`config.mk`:
```
export PLATFORM = sky130hd
export DESIGN_NAME = uart_mmio
export DESIGN_NICKNAME = d
export VERILOG_FILES = /design/src/rtl/uart_mmio_pkg.sv /design/src/rtl/uart_byte_fifo.sv /design/src/rtl/uart_mmio.sv
export SDC_FILE = /design/constraint.sdc
export NUM_CORES = 1
export LEC_CHECK = 0
export ABC_AREA = 1
export BUFFER_PORTS_ARGS = -buffer_cell sky130_fd_sc_hd__buf_2
export CAP_MARGIN = 20
export CORE_ASPECT_RATIO = 1.4
export CORE_MARGIN = 3
export CORE_UTILIZATION = 45
export DETAILED_ROUTE_END_ITERATION = 6
export GPL_TIMING_DRIVEN = 0
export HOLD_SLACK_MARGIN = 0.06
export PLACE_DENSITY = 0.59
export SLEW_MARGIN = 5
export SYNTH_ARGS = -nofsm -noshare
export SYNTH_HDL_FRONTEND = slang
export SYNTH_SLANG_ARGS = --single-unit
```
`constraint.sdc`:
```
create_clock -name clk_10M -period 7.5 [get_ports clk_10M]
set_input_delay 2.25 -clock clk_10M [delete_from_list [all_inputs] [get_ports clk_10M]]
set_output_delay 2.25 -clock clk_10M [all_outputs]
set_load 0.01 [all_outputs]
```
`src/rtl/uart_mmio_pkg.sv`:
```
// Shared definitions for the memory-mapped serial controller: window addresses,
// status bit positions, FSM state encodings and the baud divider helper.
package uart_mmio_pkg;

    localparam logic [31:0] SERIAL_DATA_ADDR = 32'hBFD0_03F8;
    localparam logic [31:0] SERIAL_STAT_ADDR = 32'hBFD0_03FC;

    localparam int STAT_TX_RDY   = 0;
    localparam int STAT_RX_AVAIL = 1;
    localparam int STAT_OVR      = 2;
    localparam int STAT_FRM      = 3;

    typedef logic [1:0] fsm_state_t;

    localparam fsm_state_t ST_IDLE  = 2'd0;
    localparam fsm_state_t ST_START = 2'd1;
    localparam fsm_state_t ST_DATA  = 2'd2;
    localparam fsm_state_t ST_STOP  = 2'd3;

    // Clocks per bit, rounded to nearest.
    function automatic int calc_div(input int clk_hz, input int baud);
        return (clk_hz + baud / 2) / baud;
    endfunction

endpackage

```
`src/rtl/uart_byte_fifo.sv`:
```
// Byte FIFO with combinational head; push while full is accepted only when a
// pop happens in the same cycle.
module uart_byte_fifo
    import uart_mmio_pkg::*;
#(
    parameter int DEPTH = 16
) (
    input  logic                     clk_10M,
    input  logic                     reset_of_clk10M,
    input  logic                     push,
    input  logic [7:0]               push_data,
    input  logic                     pop,
    output logic                     full,
    output logic                     empty,
    output logic [7:0]               head,
    output logic [$clog2(DEPTH):0]   count
);

    localparam int AW = $clog2(DEPTH);

    logic [7:0]    mem_r [DEPTH];
    logic [AW-1:0] wr_ptr_r;
    logic [AW-1:0] rd_ptr_r;
    logic [AW:0]   count_r;
    logic          do_push_s;
    logic          do_pop_s;

    assign empty     = (count_r == (AW + 1)'(0));
    assign full      = (count_r == (AW + 1)'(DEPTH));
    assign head      = mem_r[rd_ptr_r];
    assign count     = count_r;
    assign do_pop_s  = pop && !empty;
    assign do_push_s = push && (!full || do_pop_s);

    always_ff @(posedge clk_10M) begin
        if (do_push_s) begin
            mem_r[wr_ptr_r] <= push_data;
        end
    end

    // Pointers wrap naturally because DEPTH is a power of two.
    always_ff @(posedge clk_10M or posedge reset_of_clk10M) begin
        if (reset_of_clk10M) begin
            wr_ptr_r <= '0;
            rd_ptr_r <= '0;
            count_r  <= '0;
        end else begin
            if (do_push_s) begin
                wr_ptr_r <= wr_ptr_r + AW'(1);
            end
            if (do_pop_s) begin
                rd_ptr_r <= rd_ptr_r + AW'(1);
            end
            case ({do_push_s, do_pop_s})
                2'b10:   count_r <= count_r + (AW + 1)'(1);
                2'b01:   count_r <= count_r - (AW + 1)'(1);
                default: count_r <= count_r;
            endcase
        end
    end

endmodule

```
`src/rtl/uart_mmio.sv`:
```
// Memory-mapped 8N1 serial controller: bus decode, TX/RX byte FIFOs, and the
// bit-level serializer/deserializer driving txd/rxd.
module uart_mmio
    import uart_mmio_pkg::*;
#(
    parameter int          CLK_HZ     = 10000000,
    parameter int          BAUD       = 115200,
    parameter int          FIFO_DEPTH = 16,
    parameter logic [31:0] ADDR_DATA  = SERIAL_DATA_ADDR,
    parameter logic [31:0] ADDR_STAT  = SERIAL_STAT_ADDR
) (
    input  logic        clk_10M,
    input  logic        reset_of_clk10M,
    input  logic        bus_ce_i,
    input  logic        bus_we_i,
    input  logic [31:0] bus_addr_i,
    input  logic [3:0]  bus_sel_i,
    input  logic [31:0] bus_wdata_i,
    output logic [31:0] bus_rdata_o,
    output logic        bus_hit_o,
    output logic        txd,
    input  logic        rxd
);

    localparam int DIV  = calc_div(CLK_HZ, BAUD);
    localparam int HALF = DIV / 2;
    localparam int CW   = $clog2(DIV);
    localparam int FAW  = $clog2(FIFO_DEPTH);

    logic hit_data_s, hit_stat_s, rd_data_s, rd_stat_s, wr_data_s;
    logic unused_bus_bits_s;
    logic tx_push_s, tx_pop_s, tx_full_s, tx_empty_s;
    logic rx_push_s, rx_full_s, rx_empty_s;
    logic [7:0] tx_head_s, rx_head_s;
    logic [FAW:0] tx_count_s, rx_count_s;
    logic [3:0] stat_s;
    logic ovr_set_s, frm_set_s, tx_last_s, rx_last_s;

    fsm_state_t tx_state_r, rx_state_r;
    logic [CW-1:0] tx_cnt_r, rx_cnt_r;
    logic [2:0] tx_bit_r, rx_bit_r;
    logic [7:0] tx_shift_r, rx_shift_r;
    logic txd_r, rx_meta_r, rx_sync_r, rx_prev_r, ovr_r, frm_r;

    assign hit_data_s        = bus_ce_i && (bus_addr_i == ADDR_DATA);
    assign hit_stat_s        = bus_ce_i && (bus_addr_i == ADDR_STAT);
    assign bus_hit_o         = hit_data_s || hit_stat_s;
    assign rd_data_s         = hit_data_s && !bus_we_i;
    assign rd_stat_s         = hit_stat_s && !bus_we_i;
    assign wr_data_s         = hit_data_s && bus_we_i && bus_sel_i[0];
    assign unused_bus_bits_s = ^{bus_wdata_i[31:8], bus_sel_i[3:1]};
    assign tx_push_s         = wr_data_s && (!tx_full_s || tx_pop_s);
    assign tx_last_s         = (tx_cnt_r == CW'(DIV - 1));
    assign rx_last_s         = (rx_cnt_r == CW'(DIV - 1));
    assign txd               = txd_r;

    uart_byte_fifo #(.DEPTH(FIFO_DEPTH)) u_tx_fifo (
        .clk_10M         (clk_10M),
        .reset_of_clk10M (reset_of_clk10M),
        .push            (tx_push_s),
        .push_data       (bus_wdata_i[7:0]),
        .pop             (tx_pop_s),
        .full            (tx_full_s),
        .empty           (tx_empty_s),
        .head            (tx_head_s),
        .count           (tx_count_s)
    );

    uart_byte_fifo #(.DEPTH(FIFO_DEPTH)) u_rx_fifo (
        .clk_10M         (clk_10M),
        .reset_of_clk10M (reset_of_clk10M),
        .push            (rx_push_s),
        .push_data       (rx_shift_r),
        .pop             (rd_data_s),
        .full            (rx_full_s),
        .empty           (rx_empty_s),
        .head            (rx_head_s),
        .count           (rx_count_s)
    );

    always_comb begin
        stat_s                = 4'h0;
        stat_s[STAT_TX_RDY]   = (tx_count_s != (FAW + 1)'(FIFO_DEPTH));
        stat_s[STAT_RX_AVAIL] = (rx_count_s != (FAW + 1)'(0));
        stat_s[STAT_OVR]      = ovr_r;
        stat_s[STAT_FRM]      = frm_r;
        if (hit_data_s) begin
            bus_rdata_o = {24'h0, rx_empty_s ? 8'h00 : rx_head_s};
        end else if (hit_stat_s) begin
            bus_rdata_o = {28'h0, stat_s};
        end else begin
            bus_rdata_o = 32'h0;
        end
    end

    // The STOP-state pop lets a queued byte follow without an idle cycle.
    always_comb begin
        tx_pop_s = 1'b0;
        if (tx_state_r == ST_IDLE) begin
            tx_pop_s = !tx_empty_s;
        end else if ((tx_state_r == ST_STOP) && tx_last_s) begin
            tx_pop_s = !tx_empty_s;
        end else begin
            tx_pop_s = 1'b0;
        end
    end

    always_ff @(posedge clk_10M or posedge reset_of_clk10M) begin
        if (reset_of_clk10M) begin
            tx_state_r <= ST_IDLE;
            tx_cnt_r   <= '0;
            tx_bit_r   <= 3'd0;
            tx_shift_r <= 8'h00;
            txd_r      <= 1'b1;
        end else begin
            case (tx_state_r)
                ST_IDLE: begin
                    if (tx_pop_s) begin
                        tx_shift_r <= tx_head_s;
                        tx_cnt_r   <= '0;
                        tx_state_r <= ST_START;
                        txd_r      <= 1'b0;
                    end
                end
                ST_START: begin
                    if (tx_last_s) begin
                        tx_cnt_r   <= '0;
                        tx_bit_r   <= 3'd0;
                        tx_state_r <= ST_DATA;
                        txd_r      <= tx_shift_r[0];
                    end else begin
                        tx_cnt_r <= tx_cnt_r + CW'(1);
                    end
                end
                ST_DATA: begin
                    if (tx_last_s) begin
                        tx_cnt_r <= '0;
                        if (tx_bit_r == 3'd7) begin
                            tx_state_r <= ST_STOP;
                            txd_r      <= 1'b1;
                        end else begin
                            tx_bit_r   <= tx_bit_r + 3'd1;
                            tx_shift_r <= {1'b0, tx_shift_r[7:1]};
                            txd_r      <= tx_shift_r[1];
                        end
                    end else begin
                        tx_cnt_r <= tx_cnt_r + CW'(1);
                    end
                end
                ST_STOP: begin
                    if (tx_last_s) begin
                        tx_cnt_r <= '0;
                        if (tx_pop_s) begin
                            tx_shift_r <= tx_head_s;
                            tx_state_r <= ST_START;
                            txd_r      <= 1'b0;
                        end else begin
                            tx_state_r <= ST_IDLE;
                        end
                    end else begin
                        tx_cnt_r <= tx_cnt_r + CW'(1);
                    end
                end
                default: begin
                    tx_state_r <= ST_IDLE;
                    txd_r      <= 1'b1;
                end
            endcase
        end
    end

    // Synchronizer plus one delayed copy for falling-edge detection.
    always_ff @(posedge clk_10M or posedge reset_of_clk10M) begin
        if (reset_of_clk10M) begin
            rx_meta_r <= 1'b1;
            rx_sync_r <= 1'b1;
            rx_prev_r <= 1'b1;
        end else begin
            rx_meta_r <= rxd;
            rx_sync_r <= rx_meta_r;
            rx_prev_r <= rx_sync_r;
        end
    end

    assign rx_push_s = (rx_state_r == ST_STOP) && rx_last_s && rx_sync_r;
    assign frm_set_s = (rx_state_r == ST_STOP) && rx_last_s && !rx_sync_r;
    assign ovr_set_s = rx_push_s && rx_full_s && !rd_data_s;

    always_ff @(posedge clk_10M or posedge reset_of_clk10M) begin
        if (reset_of_clk10M) begin
            rx_state_r <= ST_IDLE;
            rx_cnt_r   <= '0;
            rx_bit_r   <= 3'd0;
            rx_shift_r <= 8'h00;
        end else begin
            case (rx_state_r)
                ST_IDLE: begin
                    if (rx_prev_r && !rx_sync_r) begin
                        rx_cnt_r   <= '0;
                        rx_state_r <= ST_START;
                    end
                end
                ST_START: begin
                    if (rx_cnt_r == CW'(HALF - 1)) begin
                        rx_cnt_r   <= '0;
                        rx_bit_r   <= 3'd0;
                        rx_state_r <= rx_sync_r ? ST_IDLE : ST_DATA;
                    end else begin
                        rx_cnt_r <= rx_cnt_r + CW'(1);
                    end
                end
                ST_DATA: begin
                    if (rx_last_s) begin
                        rx_cnt_r   <= '0;
                        rx_shift_r <= {rx_sync_r, rx_shift_r[7:1]};
                        if (rx_bit_r == 3'd7) begin
                            rx_state_r <= ST_STOP;
                        end else begin
                            rx_bit_r <= rx_bit_r + 3'd1;
                        end
                    end else begin
                        rx_cnt_r <= rx_cnt_r + CW'(1);
                    end
                end
                ST_STOP: begin
                    if (rx_last_s) begin
                        rx_cnt_r   <= '0;
                        rx_state_r <= ST_IDLE;
                    end else begin
                        rx_cnt_r <= rx_cnt_r + CW'(1);
                    end
                end
                default: rx_state_r <= ST_IDLE;
            endcase
        end
    end

    // Sticky flags: a new event in the same cycle as a clearing read wins.
    always_ff @(posedge clk_10M or posedge reset_of_clk10M) begin
        if (reset_of_clk10M) begin
            ovr_r <= 1'b0;
            frm_r <= 1'b0;
        end else begin
            ovr_r <= ovr_set_s ? 1'b1 : (rd_stat_s ? 1'b0 : ovr_r);
            frm_r <= frm_set_s ? 1'b1 : (rd_stat_s ? 1'b0 : frm_r);
        end
    end

endmodule

```
# ---- After elaboration in Yosys (flattened, before gate mapping)
# Memory sizes are Yosys's and may differ from the RTL's.
# Index checks and enable logic that the tools add are counted.
dict set report totals {
  n_memories 2
  reg_bits 72
  in_bits 73
  ramBits 256
}
dict set report op_classes {
  n_eq_ne 32
  n_reduce_logical 50
  n_addsub 12
  n_mux 54
}
# name depth width read_ports rd_clocked_by_memory_dff write_ports line_no
set mem_list {}
lappend mem_list {u_rx_fifo.mem_r 16 8 1 0 1 uart_byte_fifo.sv:21} ;# logic [7:0] mem_r [DEPTH];
lappend mem_list {u_tx_fifo.mem_r 16 8 1 0 1 uart_byte_fifo.sv:21}
# op n
set op_table {}
lappend op_table {{$eq 32x32->1 const B} 2}
lappend op_table {{$mux 8} 6}
lappend op_table {{$mux 7} 5}
lappend op_table {{$ne 2x2->1 const B} 12}
lappend op_table {{$pmux 8 s3} 1}
lappend op_table {{$mux 2} 11}
lappend op_table {{$pmux 7 s3} 1}
lappend op_table {{$pmux 5 s2} 2}
lappend op_table {{$logic_and 1x1->1} 18}
lappend op_table {{$mux 3} 6}
lappend op_table {{$add 4x1->4 const B} 4}
lappend op_table {{$pmux 2 s4} 2}
lappend op_table {{$mux 1} 15}
lappend op_table {{$add 7x1->7 const B} 2}
lappend op_table {{$eq 7x7->1 const B} 2}
lappend op_table {{$pmux 7 s2} 1}
lappend op_table {{$eq 2x2->1 const B} 6}
lappend op_table {{$pmux 3 s2} 2}
lappend op_table {{$reduce_and 4->1} 3}
lappend op_table {{$reduce_bool 2->1} 6}
lappend op_table {{$add 5x1->5 const B} 2}
lappend op_table {{$eq 5x5->1 const B} 2}
lappend op_table {{$logic_not 5->1} 2}
lappend op_table {{$reduce_and 5->1} 2}
lappend op_table {{other kinds (17)} 33}

# ---- Logic depth before layout (Yosys ltp)
dict set report depth {
  word_depth 9
  depth_mapped 20
  depth_no_buf 20
}

# ---- Modules after synthesis
# From an unflattened synthesis, not the netlist that was laid out.
dict set report hier_totals {
  cells_unflattened 1333
  hier_area_um2 14806.7
}
# mod area_per_inst_um2 instances seq_area_each_um2 cells_per_inst
set modules_own_cells {}
lappend modules_own_cells {{uart_byte_fifo at u_rx_fifo} 5934.4 1 4169.0 480}
lappend modules_own_cells {{uart_byte_fifo at u_tx_fifo} 5926.9 1 4169.0 479}
lappend modules_own_cells {uart_mmio 2945.3 1 1156.1 374}

# ---- Worst setup path after synthesis
# OpenSTA, ideal clock, no wires.
dict set report synth_path {
  path_type {input to output}
  start {input bus_addr_i[19]}
  end {output bus_rdata_o[4]}
  path_slack_ns 1.849
  path_stages 9
  path_buffers 0
  arrival_ns 3.401
  required_time_ns 5.250
  cell_sequence {nor2_1 nand2_1 nor2_1 nand2_2 nor3_4 nand2_1 clkinv_2 nand2_1 a31oi_1}
}
dict set report synth_between {
  elab_chain_cells 3
}
# item line_no
set synth_rtl {}
lappend synth_rtl {{start: declaration} uart_mmio.sv:16} ;# input logic [31:0] bus_addr_i,
lappend synth_rtl {{$eq 32x32->1} uart_mmio.sv:45} ;# assign hit_data_s = bus_ce_i && (bus_addr_i == ADDR_DATA);
lappend synth_rtl {{$logic_and 1x1->1} uart_mmio.sv:45}
lappend synth_rtl {{$mux 8} uart_mmio.sv:87} ;# if (hit_data_s) begin
lappend synth_rtl {{end: declaration} uart_mmio.sv:19} ;# output logic [31:0] bus_rdata_o,
# Every way passes these cells.

# ---- Worst setup path in the final report
dict set report layout_path {
  start {input bus_addr_i[13]}
  end {output bus_rdata_o[0]}
}
dict set report layout_between {
  elab_chain_cells 4
  word_cells_on_any_way 6
  classes_between {eq/ne: 2; mux: 2; reduce/logical: 2}
}
# item line_no
set layout_rtl {}
lappend layout_rtl {{$eq 32x32->1} uart_mmio.sv:46} ;# assign hit_stat_s = bus_ce_i && (bus_addr_i == ADDR_STAT);
lappend layout_rtl {{$logic_and 1x1->1} uart_mmio.sv:46}
lappend layout_rtl {{$mux 4} uart_mmio.sv:89} ;# end else if (hit_stat_s) begin
lappend layout_rtl {{$mux 8 (*)} uart_mmio.sv:87}
# Every way passes the cells marked *; elsewhere a longest branch is shown, timed or not.

==> metrics.csv <==
stage,metric,value,unit
clocking,Post-CTS Hold Buffers,0,
synth,Async SR Flop Fraction,0.220,
synth,register area share after synthesis,0.652,
routing,Vias/cell,5.36,
floorplanning,Die X,158,µm
routing,routed length per placed instance,19.9,µm
setup_path,Reg2Reg Depth,18,
synth,Avg Synthesized Cell Area,11.0,µm²
timing,final hold viol count,0,
cells_and_area,share of cells above drive strength 1,0.144,
global_routing,first-pass GRT wire length,55.7,mm
routing,Routed WL,37.0,mm
power,leakage,6.82,nW
min_path,hold_sp,rx_meta_r,
synth,Synth Cell Area,0.0146,mm²
timing,final setup violating endpoints,0,
setup_path,Worst Path Required,5.25,ns
timing,minimum clock period,6.39,ns
floorplanning,Die Ht,219,µm
timing,skew final,0.0230,ns
clocking,number of setup buffers added after CTS,0,
placed_design,PortBufs,55,
synth,Synth Instances,1320,
job,maxcap violations,0,
routing,Detail Route Antenna Nets,0,
synth,post-synth top area cell,edfxtp_1,
clocking,Root Buffer,clkbuf_16,
synth,"EDFF count, synth",256,
placed_design,GP Congestion,0.948,
power,PD cells,231,mW/mm²
setup_path,Worst setup EP type,output pin,
floorplanning,Site Rows,77,
setup_path,Reg2Reg Launch Point,tx_cnt_r[0],
setup_path,worst reg2reg endpoint,u_tx_fifo.count[4],
power,Max VDD drop,0.000176,V
clocking,CTS Buf Count,34,
routing,number of remaining DRC errors,0,
setup_path,worst path arrival time,4.14,ns
cells_and_area,final core utilization,0.524,
timing,max-slew headroom at the worst pin,0.378,
global_routing,largest net degree at the start of global routing,55,
synth,synth top area cells,"edfxtp_1 (53%), dfrtp_1 (12%), nand2_1 (5.1%), o21ai_0 (4.7%), nor2_1 (4.6%)",
clocking,clock transition at the registers of the reported paths,0.06,ns
synth,synthesized flop and latch total,328,
cells_and_area,area grow syn2layout,14.2,%
synth,share of the synthesized area in the top cell type,0.528,
status,outcome,completed,
floorplanning,# IOs,107,
clocking,"Clk Latency, worst-skew pair",0.52,ns
setup_path,CP Class,input port to output pin,
synth,predominant post-synthesis flop cell,edfxtp_1,
min_path,worst hold path endpoint,rx_sync_r,
cells_and_area,antenna diode count,0,
cells_and_area,Final Net Count,1546,
floorplanning,Initial Util,0.459,
setup_path,CP Max Fanout,8,
min_path,Hold Path Class,flip-flop to flip-flop,
global_routing,met3 Use GR,0.0353,
placed_design,DP HPWL,25.6,mm
routing,DR vias,9977,
timing,RSZ-0062 raised after global routing,false,
timing,smallest setup slack after layout,1.11,ns
floorplanning,full die area,0.0346,mm²
setup_path,crit start category,input port,
clocking,Resized Gates After CTS,0,
clocking,Max clock buf depth,3,
global_routing,M1 GR Usage,0.250,
global_routing,total track usage,0.215,
clocking,CTS Sinks,328,
global_routing,initial antenna violation count,0,
timing,Post-Route Setup TNS,0,ns
clocking,CTS tree,yes,
global_routing,Most Crowded Layer GR,met2,
timing,period utilization,0.853,
synth,warnings from Yosys,0,
floorplanning,Core ar.,0.0317,mm²
global_routing,met2 Usage GRT,0.381,
synth,library cells used by synthesis,56,
clocking,H-tree Lvls,2,
timing,Peak Freq,156,MHz
timing,Least-Margin Pin Slew,0.929,ns
global_routing,GR Overflow Total,0,
timing,max-slew violation count,0,
setup_path,reg2reg setup slack,4.41,ns
routing,first drt pass iteration count,7,
placed_design,pre-CTS setup slack,1.19,ns
global_routing,vias in the first global route,9763,
routing,DRT iter0 DRCs,752,
min_path,worst hold path depth,0,
stage by stage:
step                      instance area (µm²)  total power, mW  instances  hold WS, ns
after floorplan                         14600             2.13       1343        0.345
after global placement                  15400             2.17       1793        0.346
after detailed placement                15500             2.18       1801        0.347
after CTS                               16600             3.87       1862        0.354
after global routing                    16600             3.97       1863        0.361
final                                   16600             3.84       1863        0.360
flip-flops by register name (all words and copies together), names as in the netlist, named ones only:
name                count
rx_prev_r               1
tx_bit_r                3
rx_state_r              1
u_tx_fifo.rd_ptr_r      4
tx_cnt_r                7
u_rx_fifo.count         5
txd                     1
u_rx_fifo.wr_ptr_r      4
u_rx_fifo.rd_ptr_r      4
frm_r                   1
rx_meta_r               1
tx_state_r              2
rx_cnt_r                7
u_tx_fifo.mem_r       128
tx_shift_r              8
rx_sync_r               1
rx_bit_r                3
ovr_r                   1
rx_shift_r              8
u_tx_fifo.count         5
u_tx_fifo.wr_ptr_r      4
u_rx_fifo.mem_r       128
kinds of logic (layout without fill, tap and decap cells):
logic type | after synthesis | count (layout) | synth area share
mux | 7 | 7 | 0.00541
fa+ha+maj | 30 | 30 | 0.0263
other cells | 1 | 24 | 0.000258
simple gates | 502 | 502 | 0.150
xor+xnor | 22 | 22 | 0.0132
buf+inv | 181 | 306 | 0.0556
flops | 328 | 328 | 0.652
compound gates | 249 | 249 | 0.0967
final cells by class:
class	count	area [µm²]
plain buffers	73	398
clock buffers	48	965
clock inverters	13	155
fillers	2797	15100
inverters	108	414
multi-input cells	834	4360
flip-flops and latches	328	9490
well taps	395	494
repair buffers	64	348
worst max path at each step:
stage / startpoint / endpoint / slack, ns / cells after the start
after global placement: bus_addr_i[15] / bus_rdata_o[3] / 1.19 / 11
after detailed placement: bus_addr_i[13] / bus_rdata_o[7] / 1.19 / 11
after global routing: bus_addr_i[15] / bus_rdata_o[4] / 1.04 / 11
final: bus_addr_i[13] / bus_rdata_o[0] / 1.11 / 11
after CTS: bus_addr_i[13] / bus_rdata_o[7] / 1.18 / 11
after floorplan: bus_addr_i[19] / bus_rdata_o[4] / 1.85 / 9
placed cells by master, fill, tap and decap left out, types with 4 or more instances in the layout:
cell       count
xor2_1        18
inv_2          6
clkbuf_8       4
dfstp_2        4
clkinv_2       5
buf_2         78
clkinv_1       4
nor2_1       177
clkbuf_1      37
nor3_1        19
nor2_2         7
mux2_2         7
nand3_1       66
buf_4         27
a31oi_1        5
ha_1          29
nor3_2         6
o22ai_1       45
inv_1         97
clkbuf_16     35
conb_1        24
edfxtp_1     256
o21ai_0      138
dfrtp_1       68
nand4_1        6
nand2_1      199
o2111ai_1      7
o211ai_1      11
a21oi_1       27
xnor2_1        4
nand2_2        8
critical path, cell delays in order:
cell and delay [ns]:
buf_2 0.09, nor2_1 0.09, nand2_1 0.07, nor2_2 0.32, nand4_1 0.21, nor3_4 0.41
nand2_1 0.13, clkinv_2 0.15, nand3_1 0.09, o31ai_1 0.13, buf_2 0.21
where the power goes:
| part | switching (mW) | internal, mW |
|---|---|---|
| registers | 0.0190 | 1.97 |
| clock network | 0.691 | 1.01 |
| logic | 0.0969 | 0.0553 |
| total | 0.807 | 3.03 |
Yosys cell counts (3+ instances only):
cell	number
a21oi_1	27
a31oi_1	5
buf_2	17
buf_4	25
clkbuf_1	28
dfrtp_1	68
dfstp_2	4
edfxtp_1	256
ha_1	29
inv_1	98
inv_2	6
mux2_2	7
nand2_1	199
nand2_2	8
nand3_1	66
nand4_1	6
nor2_1	177
nor2_2	7
nor3_1	22
nor3_2	3
o2111ai_1	7
o211ai_1	11
o21ai_0	138
o21ai_1	3
o221ai_1	3
o22ai_1	45
xnor2_1	4
xor2_1	18
routing by layer:
metal	share of wire	routed length (µm)
met1	0.38	14200
met2	0.51	19000
met3	0.054	2000
met4	0.052	1930
met5	0	0
Power figures use the tool's default switching activity.
